## src/rtl/toggle_event_rx.sv

```systemverilog
// Receive end of a toggle-signalled event link: synchronises t_in, turns each level change into one
// event, queues events in a saturating pending counter. Optional macro: TOGGLE_RX_GLITCH_FILTER_EN.
module toggle_event_rx #(
    parameter int SYNC_STAGES = 2,
    parameter int PEND_W      = 4,
    parameter int CNT_W       = 8
) (
    input  logic              clk,
    input  logic              rst_n,
    input  logic              t_in,
    output logic              evt_pulse,
    output logic              evt_valid,
    input  logic              evt_ready,
    output logic [PEND_W-1:0] pend_cnt,
    output logic [CNT_W-1:0]  total_cnt,
    output logic              overflow,
    input  logic              clr_ovf
);

    typedef enum logic [0:0] {
        ST_INIT = 1'b0,
        ST_RUN  = 1'b1
    } state_t;

    localparam logic [PEND_W-1:0] PEND_MAX  = {PEND_W{1'b1}};
    localparam logic [2:0]        INIT_LAST = 3'(SYNC_STAGES);

    state_t              state_r;
    logic [2:0]          init_cnt_r;
    logic [SYNC_STAGES-1:0] sync_r;
    logic                ref_r;
    logic                evt_pulse_r;
    logic                evt_valid_r;
    logic [PEND_W-1:0]   pend_cnt_r;
    logic [CNT_W-1:0]    total_cnt_r;
    logic                overflow_r;
`ifdef TOGGLE_RX_GLITCH_FILTER_EN
    logic                sync_d_r;
`endif

    logic                sync_out_s;
    logic                edge_s;
    logic                accept_s;
    logic                consume_s;
    logic                loss_s;
    logic [PEND_W-1:0]   pend_nxt_s;

    assign sync_out_s = sync_r[SYNC_STAGES-1];

    // Edge detection and next pending count; a full counter drops the event unless a consume frees a slot
    always_comb begin
        edge_s     = 1'b0;
        accept_s   = 1'b0;
        consume_s  = 1'b0;
        loss_s     = 1'b0;
        pend_nxt_s = pend_cnt_r;
`ifdef TOGGLE_RX_GLITCH_FILTER_EN
        edge_s = (sync_out_s != ref_r) && (sync_out_s == sync_d_r);
`else
        edge_s = (sync_out_s != ref_r);
`endif
        if (state_r == ST_RUN) begin
            accept_s = edge_s;
        end else begin
            accept_s = 1'b0;
        end
        consume_s = evt_valid_r && evt_ready;
        case ({accept_s, consume_s})
            2'b10: begin
                if (pend_cnt_r == PEND_MAX) begin
                    loss_s = 1'b1;
                end else begin
                    pend_nxt_s = pend_cnt_r + PEND_W'(1);
                end
            end
            2'b01:   pend_nxt_s = pend_cnt_r - PEND_W'(1);
            default: pend_nxt_s = pend_cnt_r;
        endcase
    end

    // Synchroniser, INIT/RUN sequencing and all registered outputs
    always_ff @(posedge clk) begin
        if (!rst_n) begin
            state_r     <= ST_INIT;
            init_cnt_r  <= 3'd0;
            sync_r      <= {SYNC_STAGES{1'b0}};
            ref_r       <= 1'b0;
            evt_pulse_r <= 1'b0;
            evt_valid_r <= 1'b0;
            pend_cnt_r  <= {PEND_W{1'b0}};
            total_cnt_r <= {CNT_W{1'b0}};
            overflow_r  <= 1'b0;
`ifdef TOGGLE_RX_GLITCH_FILTER_EN
            sync_d_r    <= 1'b0;
`endif
        end else begin
            sync_r <= {sync_r[SYNC_STAGES-2:0], t_in};
`ifdef TOGGLE_RX_GLITCH_FILTER_EN
            sync_d_r <= sync_out_s;
`endif
            case (state_r)
                ST_INIT: begin
                    // The line level seen while the chain fills is adopted, never counted
                    ref_r <= sync_out_s;
                    if (init_cnt_r == INIT_LAST) begin
                        state_r <= ST_RUN;
                    end else begin
                        init_cnt_r <= init_cnt_r + 3'd1;
                    end
                end
                ST_RUN: begin
                    if (accept_s) begin
                        ref_r <= sync_out_s;
                    end else begin
                        ref_r <= ref_r;
                    end
                end
                default: begin
                    state_r    <= ST_INIT;
                    init_cnt_r <= 3'd0;
                end
            endcase
            evt_pulse_r <= accept_s;
            pend_cnt_r  <= pend_nxt_s;
            evt_valid_r <= (pend_nxt_s != {PEND_W{1'b0}});
            if (accept_s) begin
                total_cnt_r <= total_cnt_r + CNT_W'(1);
            end else begin
                total_cnt_r <= total_cnt_r;
            end
            if (loss_s) begin
                overflow_r <= 1'b1;
            end else if (clr_ovf) begin
                overflow_r <= 1'b0;
            end else begin
                overflow_r <= overflow_r;
            end
        end
    end

    assign evt_pulse = evt_pulse_r;
    assign evt_valid = evt_valid_r;
    assign pend_cnt  = pend_cnt_r;
    assign total_cnt = total_cnt_r;
    assign overflow  = overflow_r;

endmodule

```

## config.mk

```make
export PLATFORM = sky130hd
export DESIGN_NAME = toggle_event_rx
export DESIGN_NICKNAME = d
export VERILOG_FILES = /design/src/rtl/toggle_event_rx.sv
export SDC_FILE = /design/constraint.sdc
export NUM_CORES = 1
export LEC_CHECK = 0
export ABC_AREA = 1
export CELL_PAD_IN_SITES_DETAIL_PLACEMENT = 1
export CELL_PAD_IN_SITES_GLOBAL_PLACEMENT = 2
export CORE_ASPECT_RATIO = 1.5
export CORE_MARGIN = 2
export CORE_UTILIZATION = 30
export CTS_CLUSTER_DIAMETER = 120
export DETAILED_ROUTE_END_ITERATION = 10
export GPL_TIMING_DRIVEN = 1
export PLACE_DENSITY = 0.83
export SETUP_SLACK_MARGIN = 0.02
export SLEW_MARGIN = 20
export SYNTH_ARGS = -nofsm -noshare
export SYNTH_HDL_FRONTEND = slang
export SYNTH_SLANG_ARGS = --single-unit
```

## constraint.sdc

```tcl
create_clock -name clk -period 2.66 [get_ports clk]
set_input_delay 0.532 -clock clk [delete_from_list [all_inputs] [get_ports clk]]
set_output_delay 0.532 -clock clk [all_outputs]
set_load 0.01 [all_outputs]
```

==> results.toml, run 1 <==
[setup_path]
worstRegToRegCells = 12
path_class = "reg2out"
crit_required_ns = 2.13
cp_slowest_stage_delay_ns = 0.60
cp-start-kind = "register"
cp.arrival_ns = 1.36
crit_path_end_kind = "primary output"
timing.rr.start = "sync_r[1]"
regToRegSetupSlack_ns = 0.99
cp_top_family = "buffers and inverters"
cp_cell_sequence = "clkdlybuf4s50_1"
path_buf_inv = 1
regToRegEndpoint = "evt_valid"
crit_path_top_delay_cell = "clkdlybuf4s50_1"
crit_fanout = 7

[grt]
track_usage_pct = 14.9
antenna_found_initial = 0
grt_max_degree = 13
first_global_vias = 1094
grt_pass1_wl_um = 4720
grt.overflow.total = 0

[yosys]
synth_ff_type = "dfxtp_1"
synth-seq-cells = 22
synth.avg_cell_area_sq_um = 7.05
synth.net_count = 172
synthTopCellsByArea = "dfxtp_1, nand2_1, inv_1"
synth_edf_count = 0
synth_area_sq_um = 1130
synthTopCellsByCount = "nand2_1, inv_1, dfxtp_1"
netlist_instances = 160
synth.most_common_cell = "nand2_1"
async_flop_share_pct = 0
yosysWarnings = 0
synth_seq_area_share_pct = 39.0
synth_top_area_share_pct = 39.0
synth_area_leader_cell = "dfxtp_1"
ys_types = 24

[pwr]
p_per_area_nw_per_um2 = 592
irDropWorstVdd_mv = 0.308
p_leak_nw = 0.643

[cts]
cts_buffers = 3
cts-htree-levels = 1
clkTransAtPathRegs_ns = 0.07
cts_setup_buffers = 0
cts_tree = "done"
clock_latency_ns = 0.26
cts.sinks = 22
cts_resized = 0
hold_buffers = 0
clock_path_buffers = 2
cts-root-buf = "clkbuf_8"

[sta]
setup_viol_count_final = 0
fin_crit_sh_pct = 71.1
rsz0062_at_grt = "no"
setup_tns_ns = 0
relSlewSlack_pct = 72.0
final_hold_viol_count = 0
finalClockSkew_ns = 0.00206
min_period_ns = 1.89
worst_slew_pin_slew_ns = 0.420
max_freq_mhz = 529
final_max_slew_viol_count = 0

[routing]
routed_wirelength_um = 2790
vias = 1073
vias_per_cell = 4.77
first_iter_violations = 11
antenna_left = 0
drt-wirelength-per-cell_um = 12.4
firstDrtPassIters = 4
drc = 0

[place]
io_buffers = 19
place_congestion = 0.763
dp_hpwl_um = 2310

[floorplan]
io_pins = 20
core.rowCount = 27
die_area_sq_um = 4280
die_w_um = 54.1
coreArea_sq_um = 3650
start_util_pct = 30.9
dieHeight_um = 79.1

[outcome]
outcome = "complete, no violations"

[finish]
post-route-util_pct = 38.9
n_antenna_cell = 0
drive_gt1_share_pct = 8.79
area_growth_pct = 25.8
fin_nets = 196

[worst_hold_path]
hold_path.class = "reg2reg"
hold-path-cell-count = 2
hp-start = "sync_r[0]"
holdPathEnd = "sync_r[1]"

[run]
max_cap_viol_count = 0
[flip-flops by register name, summed over array words and instances, names as in the netlist]
name / cells
state_r: 1
sync_r: 2
pend_cnt: 4
ref_r: 1
evt_pulse: 1
evt_valid: 1
init_cnt_r: 3
total_cnt: 8
overflow: 1
[final cells by class]
class | count | area, sq um
Clock buffer | 3 | 41.3
Fill cell | 474 | 2230
Inverter | 31 | 116
Multi-Input combinational cell | 105 | 563
Sequential cell | 22 | 440
Tap cell | 43 | 53.8
Timing Repair Buffer | 21 | 205
[report_power, final]
part | total, mW | internal (mW) | switching, mW
clock network | 0.205 | 0.101 | 0.104
logic | 0.230 | 0.0979 | 0.132
registers | 0.406 | 0.369 | 0.0371
[metal layers]
layer	GRT usage, %	up-vias	part of all wire (%)
met5	0	-	0
met4	6.00	0	1.8
met3	2.44	5	2.8
met2	28.7	14	56
met1	14.7	512	39
li1	-	542	-
[stage by stage]
| stage | instance area, sq um | setup slack [ns] | cells | power [mW] | hold slack (ns) |
|---|---|---|---|---|---|
| final | 1420 | 0.769 | 225 | 0.841 | 0.423 |
| after global routing | 1420 | 0.709 | 225 | 0.901 | 0.460 |
| after CTS | 1420 | 0.751 | 225 | 0.855 | 0.428 |
| after detailed placement | 1380 | 0.599 | 222 | 0.647 | 0.410 |
| after global placement | 1380 | 0.653 | 222 | 0.633 | 0.395 |
| after floorplan | 1130 | 1.14 | 160 | 0.562 | 0.390 |
[worst max-delay path by stage]
stage	slack (ns)	startpoint	depth (start not counted)	end
final	0.77	total_cnt[3]	1	total_cnt[3]
after global placement	0.65	evt_ready	10	evt_valid
after detailed placement	0.60	evt_ready	12	evt_valid
after floorplan	1.14	evt_ready	9	evt_valid
after global routing	0.71	total_cnt[3]	1	total_cnt[3]
after CTS	0.75	total_cnt[3]	1	total_cnt[3]
[cells by family after synthesis]
kind of cell | after synthesis | share of synthesized area [%]
and+or+nand+nor | 77 | 32.4
buffers and inverters | 33 | 11.1
DFF | 22 | 39.0
AOI/OAI and AO/OA | 21 | 9.76
adders and majority gates | 7 | 7.76
[cells in the final DEF, fill, tap and decap left out, drive strengths merged]
| master | instances |
|---|---|
| nand2 | 38 |
| inv | 30 |
| dfxtp | 22 |
| nor2 | 21 |
| clkdlybuf4s50 | 19 |
| nand3 | 13 |
| o21ai | 10 |
| a21oi | 9 |
| ha | 7 |
| clkbuf | 3 |
| nand4 | 2 |
| buf | 2 |
| nor3 | 2 |
| a21o | 1 |
| clkinv | 1 |
| o21bai | 1 |
| nor3b | 1 |
No activity file was read; power rests on OpenSTA's default activity.
==> inputs of run 2 (changes only) <==
--- a/config.mk
+++ b/config.mk
@@ -10,11 +10,11 @@
 export CELL_PAD_IN_SITES_GLOBAL_PLACEMENT = 2
 export CORE_ASPECT_RATIO = 1.5
 export CORE_MARGIN = 2
-export CORE_UTILIZATION = 30
+export CORE_UTILIZATION = 28
 export CTS_CLUSTER_DIAMETER = 120
 export DETAILED_ROUTE_END_ITERATION = 10
 export GPL_TIMING_DRIVEN = 1
-export PLACE_DENSITY = 0.83
+export PLACE_DENSITY = 0.79
 export SETUP_SLACK_MARGIN = 0.02
 export SLEW_MARGIN = 20
 export SYNTH_ARGS = -nofsm -noshare
==> constraint.sdc (replaced) <==
create_clock -name clk -period 1.95 [get_ports clk]
set_input_delay 0.39 -clock clk [delete_from_list [all_inputs] [get_ports clk]]
set_output_delay 0.39 -clock clk [all_outputs]
set_load 0.01 [all_outputs]
==> run 2 against run 1 <==
Via count decreased by 0.56%. Non-clock buffer count decreased by 1. Clock power rose by 60%. Critical path type unchanged.
==> results.toml, run 2 (synthesis gave the netlist of run 1 again) <==
[outcome]
outcome = "complete, no violations"

[pwr]
irDropWorstVdd_mv = 0.612
p_leak_nw = 0.646
p_total_mw = 1.20
p_per_area_nw_per_um2 = 841

[sta]
fin_crit_sh_pct = 89.1
max_freq_mhz = 575
final_hold_viol_count = 0
min_period_ns = 1.74
setup_tns_ns = 0
relSlewSlack_pct = 74.8
finalClockSkew_ns = 0.00170
final_max_slew_viol_count = 0
setup_viol_count_final = 0
setup_slack_ns = 0.212
worst_slew_pin_slew_ns = 0.379
rsz0062_at_grt = "no"

[setup_path]
cp_top_family = "buffers and inverters"
cp.arrival_ns = 1.35
crit_required_ns = 1.56
crit_fanout = 9
crit_path_end_kind = "primary output"
cp_cell_sequence = "clkdlybuf4s50_1"
cp-start-kind = "register"
crit_path_top_delay_cell = "clkdlybuf4s50_1"
cp_slowest_stage_delay_ns = 0.59
path_class = "reg2out"
path_buf_inv = 1

[floorplan]
start_util_pct = 28.8
io_pins = 20
die_area_sq_um = 4560
coreArea_sq_um = 3920
dieHeight_um = 81.8
die_w_um = 55.8
core.rowCount = 28

[routing]
first_iter_violations = 39
drt-wirelength-per-cell_um = 12.4
vias_per_cell = 4.70
routed_wirelength_um = 2810
firstDrtPassIters = 4
antenna_left = 0
vias = 1067
drc = 0

[place]
dp_hpwl_um = 2260
io_buffers = 19
place_congestion = 0.762
pre_cts_slack_ns = 0.0211

[grt]
grt_pass1_wl_um = 4910
first_global_vias = 1158
busiest_layer = "met2"
grt.overflow.total = 0
antenna_found_initial = 0
use_met3_pct = 2.20
grt_max_degree = 13
use_met1_pct = 13.2
track_usage_pct = 13.6
use_met2_pct = 27.9

[finish]
area_growth_pct = 26.6
n_antenna_cell = 0
largest_reg_flops = 8
final_cell_mix = "nand2_1, inv_1, dfxtp_1, clkdlybuf4s50_1, nor2_1"
final_common_cell = "nand2_1"
fillerInstances = 516
drive_gt1_share_pct = 8.79
seq_area_sq_um = 440
multi_input_area_sq_um = 563
fin_nets = 195

[cts]
cts_buffers = 3
cts_setup_buffers = 0
cts-root-buf = "clkbuf_8"
clkTransAtPathRegs_ns = 0.08
cts.sinks = 22
cts_tree = "done"
clock_path_buffers = 2
cts-htree-levels = 1
cts_resized = 0
hold_buffers = 0
clock_latency_ns = 0.26

[run]
max_cap_viol_count = 0

[worst_hold_path]
hold_path.class = "reg2reg"
run 2: final timing paths:
| check | start | end | slack (ns) | cells past startpoint |
|---|---|---|---|---|
| max | pend_cnt[2] | pend_cnt[2] | 0.21 | 1 |
| min | sync_r[0] | sync_r[1] | 0.42 | 2 |
| max reg2reg | ref_r | evt_valid | 0.23 | 10 |
| min reg2reg | sync_r[0] | sync_r[1] | 0.42 | 2 |
run 2: area by class of cell:
type | instances | share of cell area (%)
Sequential cell | 22 | 30.8
Timing Repair Buffer | 20 | 13.8
Tap cell | 45 | 3.94
Multi-Input combinational cell | 105 | 39.4
Clock buffer | 4 | 3.85
Inverter | 31 | 8.14
run 2: routing by layer:
| layer | up-vias | part of all wire (%) |
|---|---|---|
| met1 | 515 | 40 |
| met5 | - | 0 |
| met3 | 2 | 2.0 |
| li1 | 540 | - |
| met2 | 10 | 57 |
| met4 | 0 | 0.92 |
run 2: per-stage QoR:
stage               instances  area (sq um)  hold slack (ns)  util, %
global route              227          1430            0.459     36.4
global placement          223          1370            0.395     35.0
detailed placement        223          1370            0.407     35.0
finish                    227          1430            0.421     36.4
floorplan                 160          1130            0.390        -
CTS                       227          1430            0.427     36.4
run 2: report_power, final:
part | internal, mW | total [mW] | switching, mW
registers | 0.503 | 0.556 | 0.0531
logic | 0.134 | 0.318 | 0.185
clock network | 0.180 | 0.327 | 0.148
total | 0.817 | 1.20 | 0.385
==> inputs of run 3 (changes only) <==
--- a/config.mk
+++ b/config.mk
@@ -5,16 +5,15 @@
 export SDC_FILE = /design/constraint.sdc
 export NUM_CORES = 1
 export LEC_CHECK = 0
-export ABC_AREA = 1
 export CELL_PAD_IN_SITES_DETAIL_PLACEMENT = 1
 export CELL_PAD_IN_SITES_GLOBAL_PLACEMENT = 2
 export CORE_ASPECT_RATIO = 1.5
 export CORE_MARGIN = 2
-export CORE_UTILIZATION = 28
+export CORE_UTILIZATION = 31
 export CTS_CLUSTER_DIAMETER = 120
 export DETAILED_ROUTE_END_ITERATION = 10
 export GPL_TIMING_DRIVEN = 1
-export PLACE_DENSITY = 0.79
+export PLACE_DENSITY = 0.8
 export SETUP_SLACK_MARGIN = 0.02
 export SLEW_MARGIN = 20
 export SYNTH_ARGS = -nofsm -noshare
==> run 3 against run 2 <==
First-iteration DRC count down 85%. Critical path depth up 7. Register-to-register slack worse by 0.12 ns. Synthesized cell count down 25%. Routed wire length down 3.3%. Sequential share of layout area down 2.7 points. Count of clock-buffer cells in the layout down 1. Final cell count down 12%. Clock skew up 0.0060 ns. Via count down 7.5%. Largest cell class unchanged.
==> results.toml, run 3 <==
[finish]
largest_reg_flops = 8
multi_input_area_sq_um = 643
seq_area_sq_um = 443
area_growth_pct = 43.5
n_antenna_cell = 0
final_common_cell = "dfxtp_1"
final_cell_mix = "dfxtp_1, clkdlybuf4s50_1, buf_4, nor2_1, inv_1"
drive_gt1_share_pct = 24.7
fillerInstances = 407
fin_nets = 171

[setup_path]
regToRegEndpoint = "evt_valid"
cp.arrival_ns = 2.06
path_class = "in2reg"
crit_path_end_kind = "register"
crit_required_ns = 2.16
startpoint = "evt_ready"
regToRegSetupSlack_ns = 0.11
worstRegToRegCells = 8
timing.rr.start = "sync_r[1]"
cp-start-kind = "input port"
crit_fanout = 6

[sta]
final_max_slew_viol_count = 0
setup_tns_ns = 0
min_period_ns = 1.86
holdWs_ns = 0.456
finalClockSkew_ns = 0.00767
final_hold_viol_count = 0
fin_crit_sh_pct = 95.1
rsz0062_at_grt = "no"
setup_viol_count_final = 0
max_freq_mhz = 539
relSlewSlack_pct = 77.3
worst_slew_pin_slew_ns = 0.341

[grt]
grt_pass1_wl_um = 4640
antenna_found_initial = 0
grt.overflow.total = 0
track_usage_pct = 15.0
grt_max_degree = 15
first_global_vias = 1054

[worst_hold_path]
hold_path.class = "reg2reg"
hold-path-cell-count = 1
hp-start = "sync_r[0]"
holdPathEnd = "sync_r[1]"

[routing]
antenna_left = 0
vias = 987
firstDrtPassIters = 2
vias_per_cell = 4.94
drc = 0
first_iter_violations = 6
routed_wirelength_um = 2720
drt-wirelength-per-cell_um = 13.6

[cts]
clock_path_buffers = 2
cts-htree-levels = 1
hold_buffers = 0
cts.sinks = 22
clkTransAtPathRegs_ns = 0.09
clock_latency_ns = 0.27
cts-root-buf = "clkbuf_8"
cts_buffers = 3
cts_tree = "done"

[floorplan]
dieHeight_um = 76.8
die_w_um = 52.6
start_util_pct = 32.4
io_pins = 20
coreArea_sq_um = 3380
core.rowCount = 26
die_area_sq_um = 4040

[yosys]
synth_area_leader_cell = "dfxtp_1"
synth_ff_type = "dfxtp_1"
netlist_instances = 120
ys_types = 35
synth.avg_cell_area_sq_um = 9.13
yosysWarnings = 0
synth_seq_area_share_pct = 40.2
synth_top_area_share_pct = 40.2
synth.net_count = 132
async_flop_share_pct = 0
synth-seq-cells = 22
synthTopCellsByArea = "dfxtp_1, ha_1, nor2_1"
synth_edf_count = 0
synthTopCellsByCount = "dfxtp_1, nor2_1, inv_1"
synth.most_common_cell = "dfxtp_1"
synth_area_sq_um = 1100

[run]
max_cap_viol_count = 0

[pwr]
p_total_mw = 1.51
p_per_area_nw_per_um2 = 961
irDropWorstVdd_mv = 0.652
p_leak_nw = 0.658

[place]
place_congestion = 0.870
dp_hpwl_um = 2080
io_buffers = 19

[outcome]
outcome = "complete, no violations"
run 3: cell types whose count changed after synthesis, moves of 6 or more:
cell,change
and2_1,+6
nand2_1,-29
inv_1,-18
nand3_1,-6
nor2_1,-6
run 3: kinds of logic after synthesis:
family	count (synthesis)	synth area share, %
compound gates	20	13.2
xor+xnor	7	6.28
fa+ha+maj	7	7.99
buf+inv	13	5.14
flops	22	40.2
simple gates	51	27.2
run 3: worst max path at each step:
stage                           end  cells past startpoint
final                     evt_valid                      8
after detailed placement  evt_valid                      9
after floorplan           evt_valid                      7
after CTS                 evt_valid                      7
after global placement    evt_valid                      7
after global routing      evt_valid                      8
run 3: worst max-delay path: stages:
cell             delay, ns
clkdlybuf4s50_1       0.45
and2_4                0.15
ha_4                  0.21
nand3b_1              0.22
buf_4                 0.17
o21a_1                0.17
o32ai_2               0.14
nand4bb_1             0.17
run 3: final cells by class:
class                   count  area share [%]
flip-flops and latches     22            28.2
repair buffers             37            20.7
clock inverters             1            1.91
multi-input cells          85            40.9
well taps                  42            3.34
inverters                  10            2.39
clock buffers               3            2.63
run 3: stage by stage:
| stage | setup slack [ns] | area (sq um) | util (%) | std cells |
|---|---|---|---|---|
| 6_report | 0.0948 | 1570 | 46.5 | 200 |
| 5_1_grt | 0.00915 | 1570 | 46.5 | 200 |
| 3_5_place_dp | -0.276 | 1440 | 42.6 | 192 |
| 2_1_floorplan | 0.0464 | 1110 | - | 120 |
| 3_3_place_gp | -0.216 | 1440 | 42.6 | 192 |
| 4_1_cts | 0.0334 | 1530 | 45.2 | 198 |
run 3: report_power, final:
| group | switching (mW) | internal (mW) | total [mW] |
|---|---|---|---|
| clock | 0.159 | 0.275 | 0.434 |
| combinational | 0.224 | 0.287 | 0.511 |
| sequential | 0.0569 | 0.509 | 0.566 |
run 3: what timing repair did:
action,4_1_cts,5_1_grt
setup buffers,2,3
resized for setup,2,6
pin swaps,2,6
setup endpoints to repair,1,2
endpoints found under the hold margin,0,0
run 3: metal layers:
layer / global-route usage, % / vias to the layer above / routed length [um]
met2: 28.5 / 20 / 1540
met5: 0 / - / 0
met1: 15.4 / 474 / 1020
li1: - / 486 / -
met3: 1.75 / 7 / 96
met4: 6.41 / 0 / 70
